[src/rtl/counter_sequencer.sv]
// Run sequencer for an external up/down counter: load a preset, count until the target, then pulse done.
// Optional macro CTRL_TIMEOUT_EN adds a tick_en watchdog that aborts a run through ERR after TIMEOUT_TICKS.
module counter_sequencer #(
  parameter int WIDTH         = 4,
  parameter int TIMEOUT_TICKS = 20
) (
  input  logic             clk,
  input  logic             reset,
  input  logic             tick_en,
  input  logic             start,
  input  logic             abort,
  input  logic             dir,
  input  logic [WIDTH-1:0] preset,
  input  logic [WIDTH-1:0] target,
  input  logic [WIDTH-1:0] ctr_count,
  output logic             ctr_load,
  output logic [WIDTH-1:0] ctr_in,
  output logic [1:0]       ctr_mode,
  output logic             busy,
  output logic             done,
  output logic             err
);

  typedef enum logic [2:0] {IDLE, LOAD, RUN, DONE, ERR} state_t;

  state_t           state_q;
  logic             dir_q;
  logic [WIDTH-1:0] target_q;
  logic [WIDTH-1:0] ctrIn_q;
  logic             ctrLoad_q;
  logic [1:0]       ctrMode_q;
  logic             busy_q;
  logic             done_q;
  logic [1:0]       runMode_d;
  logic             timeout_d;

  assign runMode_d = dir_q ? 2'b10 : 2'b01;

`ifdef CTRL_TIMEOUT_EN
  localparam int TCW = $clog2(TIMEOUT_TICKS + 1);

  logic [TCW-1:0] tickCnt_q;
  logic           err_q;

  // The tick that would make the count reach TIMEOUT_TICKS ends the run.
  assign timeout_d = tick_en && (tickCnt_q == TCW'(TIMEOUT_TICKS - 1));
  assign err       = err_q;
`else
  localparam int unusedTimeoutTicks = TIMEOUT_TICKS;

  assign timeout_d = 1'b0;
  assign err       = 1'b0;
`endif

  always_ff @(posedge clk) begin
    if (reset) begin
      state_q   <= IDLE;
      dir_q     <= 1'b0;
      target_q  <= '0;
      ctrIn_q   <= '0;
      ctrLoad_q <= 1'b0;
      ctrMode_q <= 2'b00;
      busy_q    <= 1'b0;
      done_q    <= 1'b0;
`ifdef CTRL_TIMEOUT_EN
      tickCnt_q <= '0;
      err_q     <= 1'b0;
`endif
    end else begin
      done_q <= 1'b0;
`ifdef CTRL_TIMEOUT_EN
      err_q  <= 1'b0;
`endif
      case (state_q)
        IDLE: begin
          if (start && !abort) begin
            dir_q     <= dir;
            target_q  <= target;
            ctrIn_q   <= preset;
            ctrLoad_q <= 1'b1;
            busy_q    <= 1'b1;
            state_q   <= LOAD;
          end
        end
        LOAD: begin
          if (abort) begin
            ctrLoad_q <= 1'b0;
            busy_q    <= 1'b0;
            state_q   <= IDLE;
          end else if (tick_en) begin
            ctrLoad_q <= 1'b0;
            ctrMode_q <= runMode_d;
            state_q   <= RUN;
`ifdef CTRL_TIMEOUT_EN
            tickCnt_q <= '0;
`endif
          end
        end
        // Priority in RUN: abort, then target match, then watchdog.
        RUN: begin
          if (abort) begin
            ctrMode_q <= 2'b00;
            busy_q    <= 1'b0;
            state_q   <= IDLE;
          end else if (ctr_count == target_q) begin
            ctrMode_q <= 2'b00;
            busy_q    <= 1'b0;
            done_q    <= 1'b1;
            state_q   <= DONE;
          end else if (timeout_d) begin
            ctrMode_q <= 2'b00;
            busy_q    <= 1'b0;
`ifdef CTRL_TIMEOUT_EN
            err_q     <= 1'b1;
`endif
            state_q   <= ERR;
          end else if (tick_en) begin
`ifdef CTRL_TIMEOUT_EN
            tickCnt_q <= tickCnt_q + 1'b1;
`endif
          end
        end
        DONE:    state_q <= IDLE;
        ERR:     state_q <= IDLE;
        default: state_q <= IDLE;
      endcase
    end
  end

  assign ctr_load = ctrLoad_q;
  assign ctr_in   = ctrIn_q;
  assign ctr_mode = ctrMode_q;
  assign busy     = busy_q;
  assign done     = done_q;

endmodule

[config.mk]
export PLATFORM = sky130hd
export DESIGN_NAME = counter_sequencer
export DESIGN_NICKNAME = d
export VERILOG_FILES = /design/src/rtl/counter_sequencer.sv
export SDC_FILE = /design/constraint.sdc
export NUM_CORES = 1
export LEC_CHECK = 0
export BUFFER_PORTS_ARGS = -buffer_cell sky130_fd_sc_hd__buf_4
export CELL_PAD_IN_SITES_DETAIL_PLACEMENT = 1
export CELL_PAD_IN_SITES_GLOBAL_PLACEMENT = 2
export CORE_ASPECT_RATIO = 1.1
export CORE_MARGIN = 2
export CORE_UTILIZATION = 29
export CTS_BUF_LIST = sky130_fd_sc_hd__clkbuf_8
export DETAILED_ROUTE_END_ITERATION = 8
export PLACE_DENSITY = 0.83
export RECOVER_POWER = 25
export SETUP_SLACK_MARGIN = 0.2
export SLEW_MARGIN = 15
export SYNTH_ARGS = -nofsm -noshare
export SYNTH_HDL_FRONTEND = slang
export SYNTH_SLANG_ARGS = --single-unit
[constraint.sdc]
create_clock -name clk -period 2.24 [get_ports clk]
set_clock_uncertainty 0.05 [all_clocks]
set_input_delay 0.112 -clock clk [delete_from_list [all_inputs] [get_ports clk]]
set_output_delay 0.112 -clock clk [all_outputs]
set_load 0.02 [all_outputs]
; ---- Yosys cells after proc, flatten, opt, wreduce, memory -nomap -nowiden
; Index checks and enable logic that the tools add are counted.
; Widths: inputs -> output; s select.
[word_totals]
regBits = 17
in_bits = 18
out_inout_bits = 10
elab_cells = 51
[classes]
eq_ne = 9
muxes = 21
bitwise_logic = 1
reduce_logical = 12
[op_table]
columns = op, n
row1 = $mux 3, 5
row2 = $mux 2, 5
row3 = $pmux 3 s3, 1
row4 = $ne 2x2->1 const B, 4
row5 = $reduce_and 4->1, 2
row6 = $mux 1, 7
row7 = $ne 3x3->1 const B, 2
row8 = $reduce_and 3->1, 2
row9 = $eq 4x4->1, 1
row10 = $pmux 2 s2, 1
row11 = $reduce_bool 2->1, 2
row12 = $eq 3x1->1 const B, 1
row13 = $eq 3x2->1 const B, 1
row14 = $logic_not 3->1, 1
row15 = $pmux 1 s3, 1
row16 = $reduce_bool 3->1, 1
row17 = $reduce_or 3->1, 1
row18 = $pmux 1 s2, 1
row19 = $reduce_and 2->1, 1
row20 = $logic_and 1x1->1, 1
row21 = $logic_not 1->1, 1
row22 = $not 1->1, 1

; ---- Longest topological paths before layout
; Gate-level depths: netlist of the first run.
[depth]
word_depth = 4
depth_mapped = 6

; ---- Worst setup path after synthesis of the first run
; OpenSTA, ideal clock, no wires.
[synth_timing]
path_type = flip-flop to flip-flop
start = register state_q[1]
end = register ctrMode_q[1], in the netlist ctr_mode[1]
arrival_time_ns = 1.477
required_ns = 2.122
slack_ns = 0.645
path_stages_with_launch = 7
n_path_buf = 0
synth_period_minus_slack_ns = 1.595
path_cell_list = dfxtp_1 -> inv_1 -> ha_1 -> nor2b_1 -> a211o_1 -> or3b_1 -> a21oi_2
[synth_via]
elab_chain_len = 3
elab_cells_between_ends = 8
[synth_lines]
columns = item, line_no
row1 = "start, declared", 26  ; state_t state_q;
row2 = "start signal, assigned", 57  ; state_q <= IDLE;
row3 = "start signal, assigned", 82  ; state_q <= LOAD;
row4 = "start signal, assigned", 89  ; state_q <= IDLE;
row5 = $eq 3x2->1 / $eq 3x1->1 (equally long branches), 74  ; case (state_q)
row6 = "$ne 3x3->1 (no source line), or another cell as far along", --
row7 = $reduce_and 4->1 (no source line), --
row8 = "end signal, assigned", 92  ; ctrMode_q <= runMode_d;
row9 = "end, declared", 31  ; logic [1:0] ctrMode_q;
; Several ways; a longest one is shown, not always the timed one.
; A chain may end at the register's enable or synchronous reset.

; ---- Worst setup path in the final report of the first run
[layout_timing]
start = register state_q[0]
end = register busy_q, in the netlist busy
[layout_via]
elab_chain_len = 3
elab_cells_between_ends = 9
[layout_lines]
columns = item, line_no
row1 = "$eq 3x2->1, or another cell as far along", 74
row2 = "$ne 3x3->1 (no source line), or another cell as far along", --
row3 = $reduce_and 4->1 (no source line), --
row4 = "end signal, assigned", 81  ; busy_q <= 1'b1;
row5 = "end signal, assigned", 88  ; busy_q <= 1'b0;
row6 = "end signal, assigned", 103  ; busy_q <= 1'b0;
row7 = "end, declared", 32  ; logic busy_q;
; Several ways; a longest one is shown, not always the timed one.

==> results of run 1 <==
## state kept, by name (all words and copies together) (netlist names)
| name | flops |
|---|---|
| ctr_in | 4 |
| ctr_load | 1 |
| done | 1 |
| busy | 1 |
| ctr_mode | 2 |
| target_q | 4 |
| state_q | 2 |
| dir_q | 1 |
## final timing paths
kind	startpoint	endpoint	slack, ps	cells after the start
setup / recovery	state_q[0]	busy	500	5
hold / removal	preset[1]	ctr_in[1]	80	3
setup reg to reg	state_q[0]	busy	500	5
hold reg to reg	ctr_in[0]	ctr_in[0]	410	2
## cell families after synthesis
family | after synthesis | share of synthesized area (%)
fa+ha+maj | 4 | 5.94
simple gates | 32 | 20.7
buf+inv | 9 | 4.61
xor+xnor | 4 | 7.73
other cells | 1 | 0.445
flops | 16 | 38.0
compound gates | 27 | 22.6
## synthesized netlist by cell type (all sizes together)
master,n,area [um^2]
dfxtp,16,320
a21oi,14,81.3
nand2,10,37.5
nand3,9,45.0
o21ai,6,30.0
buf,4,20.0
ha,4,50.1
inv,4,15.0
xnor2,4,65.1
nand2b,2,20.0
nor3,2,10.0
or3,2,12.5
or3b,2,17.5
a2111o,1,11.3
a211o,1,8.76
a211oi,1,7.51
a21boi,1,7.51
a221o,1,10.0
a31oi,1,6.26
a41oi,1,27.5
and2b,1,7.51
clkbuf,1,3.75
conb,1,3.75
nand3b,1,7.51
nand4,1,6.26
nor2,1,3.75
nor2b,1,6.26
## worst max-delay path, stage by stage (launching register included)
cell,delay [ps]
dfxtp_1,380
inv_1,80
ha_1,370
a221o_1,360
or3_1,320
a21oi_2,130
## report_power, final
group          leakage (uW)  switching [uW]  total (uW)  internal (uW)
clock             0.0000216            93.0         212            119
combinational      0.000269             144         250            106
sequential         0.000131            21.5         336            314
## cell type report
| cell class | instances | share of cell area (%) |
|---|---|---|
| well taps | 33 | 3.85 |
| clock buffers | 3 | 3.85 |
| flip-flops and latches | 16 | 29.8 |
| repair buffers | 26 | 16.1 |
| multi-input cells | 68 | 45.0 |
| inverters | 4 | 1.40 |
## placed cells by master (no fill, tap or decap)
cell,count
clkbuf_1,6
a21oi_2,3
ha_1,4
or3b_1,2
nand4_1,1
nand2_1,10
nor2_1,1
a2111o_1,1
a21boi_0,1
conb_1,1
and2b_1,1
buf_4,20
o21ai_0,6
nor3_1,2
inv_1,4
xnor2_2,4
a21oi_1,11
nand2b_4,1
a31oi_1,1
or3_1,2
a221o_1,1
a211o_1,1
a41oi_4,1
nand3_1,9
nand2b_1,1
dfxtp_1,16
nand3b_1,1
clkbuf_8,3
a211oi_1,1
nor2b_1,1
## routing by layer
layer	share of wire (%)	global-route usage, %	wire length (um)
met1	46	17.9	977
met2	50	25.0	1070
met3	4.0	2.99	85
met4	0.42	6.27	9
met5	0	0	0
## per-stage QoR
| step | hold slack [ps] | worst slack [ps] | instance area, um^2 |
|---|---|---|---|
| floorplan | 209 | 645 | 842 |
| global placement | 329 | 564 | 1050 |
| detailed placement | 338 | 480 | 1050 |
| CTS | 73.3 | 478 | 1100 |
| global route | 84.4 | 296 | 1070 |
| finish | 78.5 | 496 | 1070 |
==> metrics.csv, run 1 <==
metric,value,unit
PD cells,743,mW/mm^2
postcts setup bufs,0,
final WL,2140,um
Yosys cell types,31,
CTS tree,done,
Static Leak,0.000421,uW
Crit Path Class,reg -> reg,
final std cells w/o fill,150,
Placed Cells,147,
starting density of the core,30.3,%
GRT Total Usage,14.5,%
Synth-to-Final Area Change,27.5,%
Seq cells post-synth,16,
Ys Warns,0,
Max Fclk,573,MHz
first-pass GRT wire length,3770,um
Buffers on Ports,26,
largest net degree at the start of global routing,17,
Core Rows,20,
"Cell Area, Synth",842,um^2
"Hold Vio Cnt, Final",0,
TritonCTS buffer count,3,
status,finished clean,
Die ar.,0.00335,mm^2
CTS sink count,16,
CP arrival,1880,ps
CTS resizes,0,
max-cap violation count,0,
setup violators final,0,
part of the Yosys area used for sequential elements,38.0,%
Vias,743,
Layout Utilization,38.6,%
multi-input logic area,483,um^2
Die Y,60.5,um
Peak VDD IR,0.000345,V
HPWL Detailed,1650,um
Hold Path Class,in -> reg,
core area,0.00278,mm^2
drt pass-1 iters,4,
per-cell routed wire length,14.3,um
Overflow after GRT,0,
total power,797,uW
vias per cell,4.95,
Post-Syn Nets,115,
Antenna diodes,0,
ratio of cells with drive above 1 in the final layout,27.4,%
max-slew violations,0,
clk root buf,clkbuf_8,
RSZ-0062 raised after global routing,false,
Skew-Pair Late Insertion Delay,240,ps
FF+latch area,320,um^2
final worst-path cycle share,77.9,%
setup TNS,0,ps
element type at the critical path end,flip-flop,
clk slew on worst S/H paths,60,ps
vias in the first global route,812,
peak fanout along the critical path,14,
CP Data Required Time,2380,ps
Nets,141,
remaining routing DRC violations,0,
Tmin final,1740,ps
Syn Area/Cell,9.05,um^2
# hold bufs at CTS,0,
initial antenna violation count,0,
Routability Congestion,0.841,
# IOs,28,
CTS HTree Levels,1,
startpoint types,flip-flop,
Max Root-Sink Buffers,2,
initial drt markers,9,
fillers,344,
die width,55.4,um
ANT nets after route,0,
Syn Inst Count,93,
Power figures use the tool's default switching activity.
==> run 2, diff against run 1 <==
- clock period: 2.24 -> 1.8 ns (I/O delays scaled with it)
==> metrics.csv, run 2 (synthesized netlist as in run 1, its figures left out) <==
metric,value,unit
element type at the critical path end,flip-flop,
initial antenna violation count,0,
max-slew violations,0,
final WL,2110,um
CTS HTree Levels,1,
total power,1080,uW
CP Data Required Time,1940,ps
RSZ-0062 raised after global routing,true,
PD cells,934,mW/mm^2
max-cap violation count,0,
largest net degree at the start of global routing,17,
GRT Total Usage,13.4,%
clk slew on worst S/H paths,70,ps
fillers,346,
setup TNS,0,ps
Hold Path Class,in -> reg,
CTS tree,done,
core area,0.00278,mm^2
ANT nets after route,0,
# IOs,28,
setup violators final,0,
"Hold Vio Cnt, Final",0,
status,finished clean,
die width,55.4,um
Vias,757,
vias in the first global route,803,
starting density of the core,30.3,%
Max Fclk,626,MHz
CP arrival,1740,ps
Peak VDD IR,0.000528,V
"most common cell after layout, fill and taps aside",buf_4,
Nets,144,
Tmin final,1600,ps
final worst-path cycle share,88.8,%
first-pass GRT wire length,3510,um
startpoint types,flip-flop,
ratio of cells with drive above 1 in the final layout,37.2,%
Max Root-Sink Buffers,2,
CTS sink count,16,
Antenna diodes,0,
initial drt markers,4,
Synth-to-Final Area Change,37.6,%
clk root buf,clkbuf_8,
Buffers on Ports,26,
per-cell routed wire length,13.7,um
Routability Congestion,0.829,
remaining routing DRC violations,0,
Overflow after GRT,0,
Die Y,60.5,um
drt pass-1 iters,3,
# hold bufs at CTS,0,
Static Leak,0.000456,uW
most frequent cells in the layout,"buf_4 (23), dfxtp_1 (14), a21oi_1 (11)",
Crit Path Class,reg -> reg,
peak fanout along the critical path,6,
vias per cell,4.92,
Core Rows,20,
Reg2Reg Setup Slack,200,ps
Die ar.,0.00335,mm^2
Skew-Pair Late Insertion Delay,250,ps
TritonCTS buffer count,3,
HPWL Detailed,1600,um
-- run 2: cell types whose count changed in the layout (fill, tap and decap cells not counted), sizes merged --
| cell | previous run | this run |
|---|---|---|
| buf | 20 | 23 |
| clkbuf | 9 | 10 |
-- run 2: what timing repair did --
action                     in CTS  in global routing
setup endpoints to repair       6                  9
buffers inserted                1                  0
pin swaps                       0                  5
cloned                          0                  0
gates resized for setup         7                  7
-- run 2: layer usage --
layer  global-route usage (%)  share of wire (%)  vias to the layer above
li1                         -                  -                      382
met2                     24.1                 50                       14
met4                     5.57               0.43                        0
met5                        0                  0                        -
met1                     15.6                 46                      359
met3                     2.99                3.5                        2
-- run 2: cell type report --
cell class / count / area (um^2) / share of cell area, %
well taps: 33 / 41.3 / 3.56
multi-input cells: 68 / 527 / 45.5
repair buffers: 29 / 195 / 16.8
flip-flops and latches: 16 / 325 / 28.1
clock buffers: 4 / 55.1 / 4.75
inverters: 4 / 15.0 / 1.30
-- run 2: path summary, 6_finish.rpt --
path,from,endpoint,cells past startpoint
worst max-delay path,state_q[1],ctr_mode[1],6
worst min-delay path,target[2],target_q[2],3
worst max register to register,state_q[1],ctr_mode[1],6
worst min register to register,ctr_in[3],ctr_in[3],2
-- run 2: stage by stage --
| step | cells | utilization, % | hold slack [ps] | setup WS (ps) | cell area [um^2] |
|---|---|---|---|---|---|
| 4_1_cts | 154 | 41.7 | 44.8 | 174 | 1160 |
| 3_5_place_dp | 149 | 38.5 | 312 | 83.2 | 1070 |
| 5_1_grt | 154 | 41.7 | 56.9 | 142 | 1160 |
| 6_report | 154 | 41.7 | 50.5 | 202 | 1160 |
| 2_1_floorplan | 93 | - | 187 | 205 | 842 |
| 3_3_place_gp | 149 | 38.5 | 306 | 155 | 1070 |
-- run 2: worst max-delay path, cell delays in order (launching register included) --
cell,delay (ps)
dfxtp_2,350
inv_2,50
ha_4,170
nor2b_4,120
a211o_1,300
or3b_1,390
a21oi_2,110
-- run 2: where the power goes --
part	switching [uW]	internal, uW
Sequential	28.6	394
Clock	126	194
Combinational	187	153
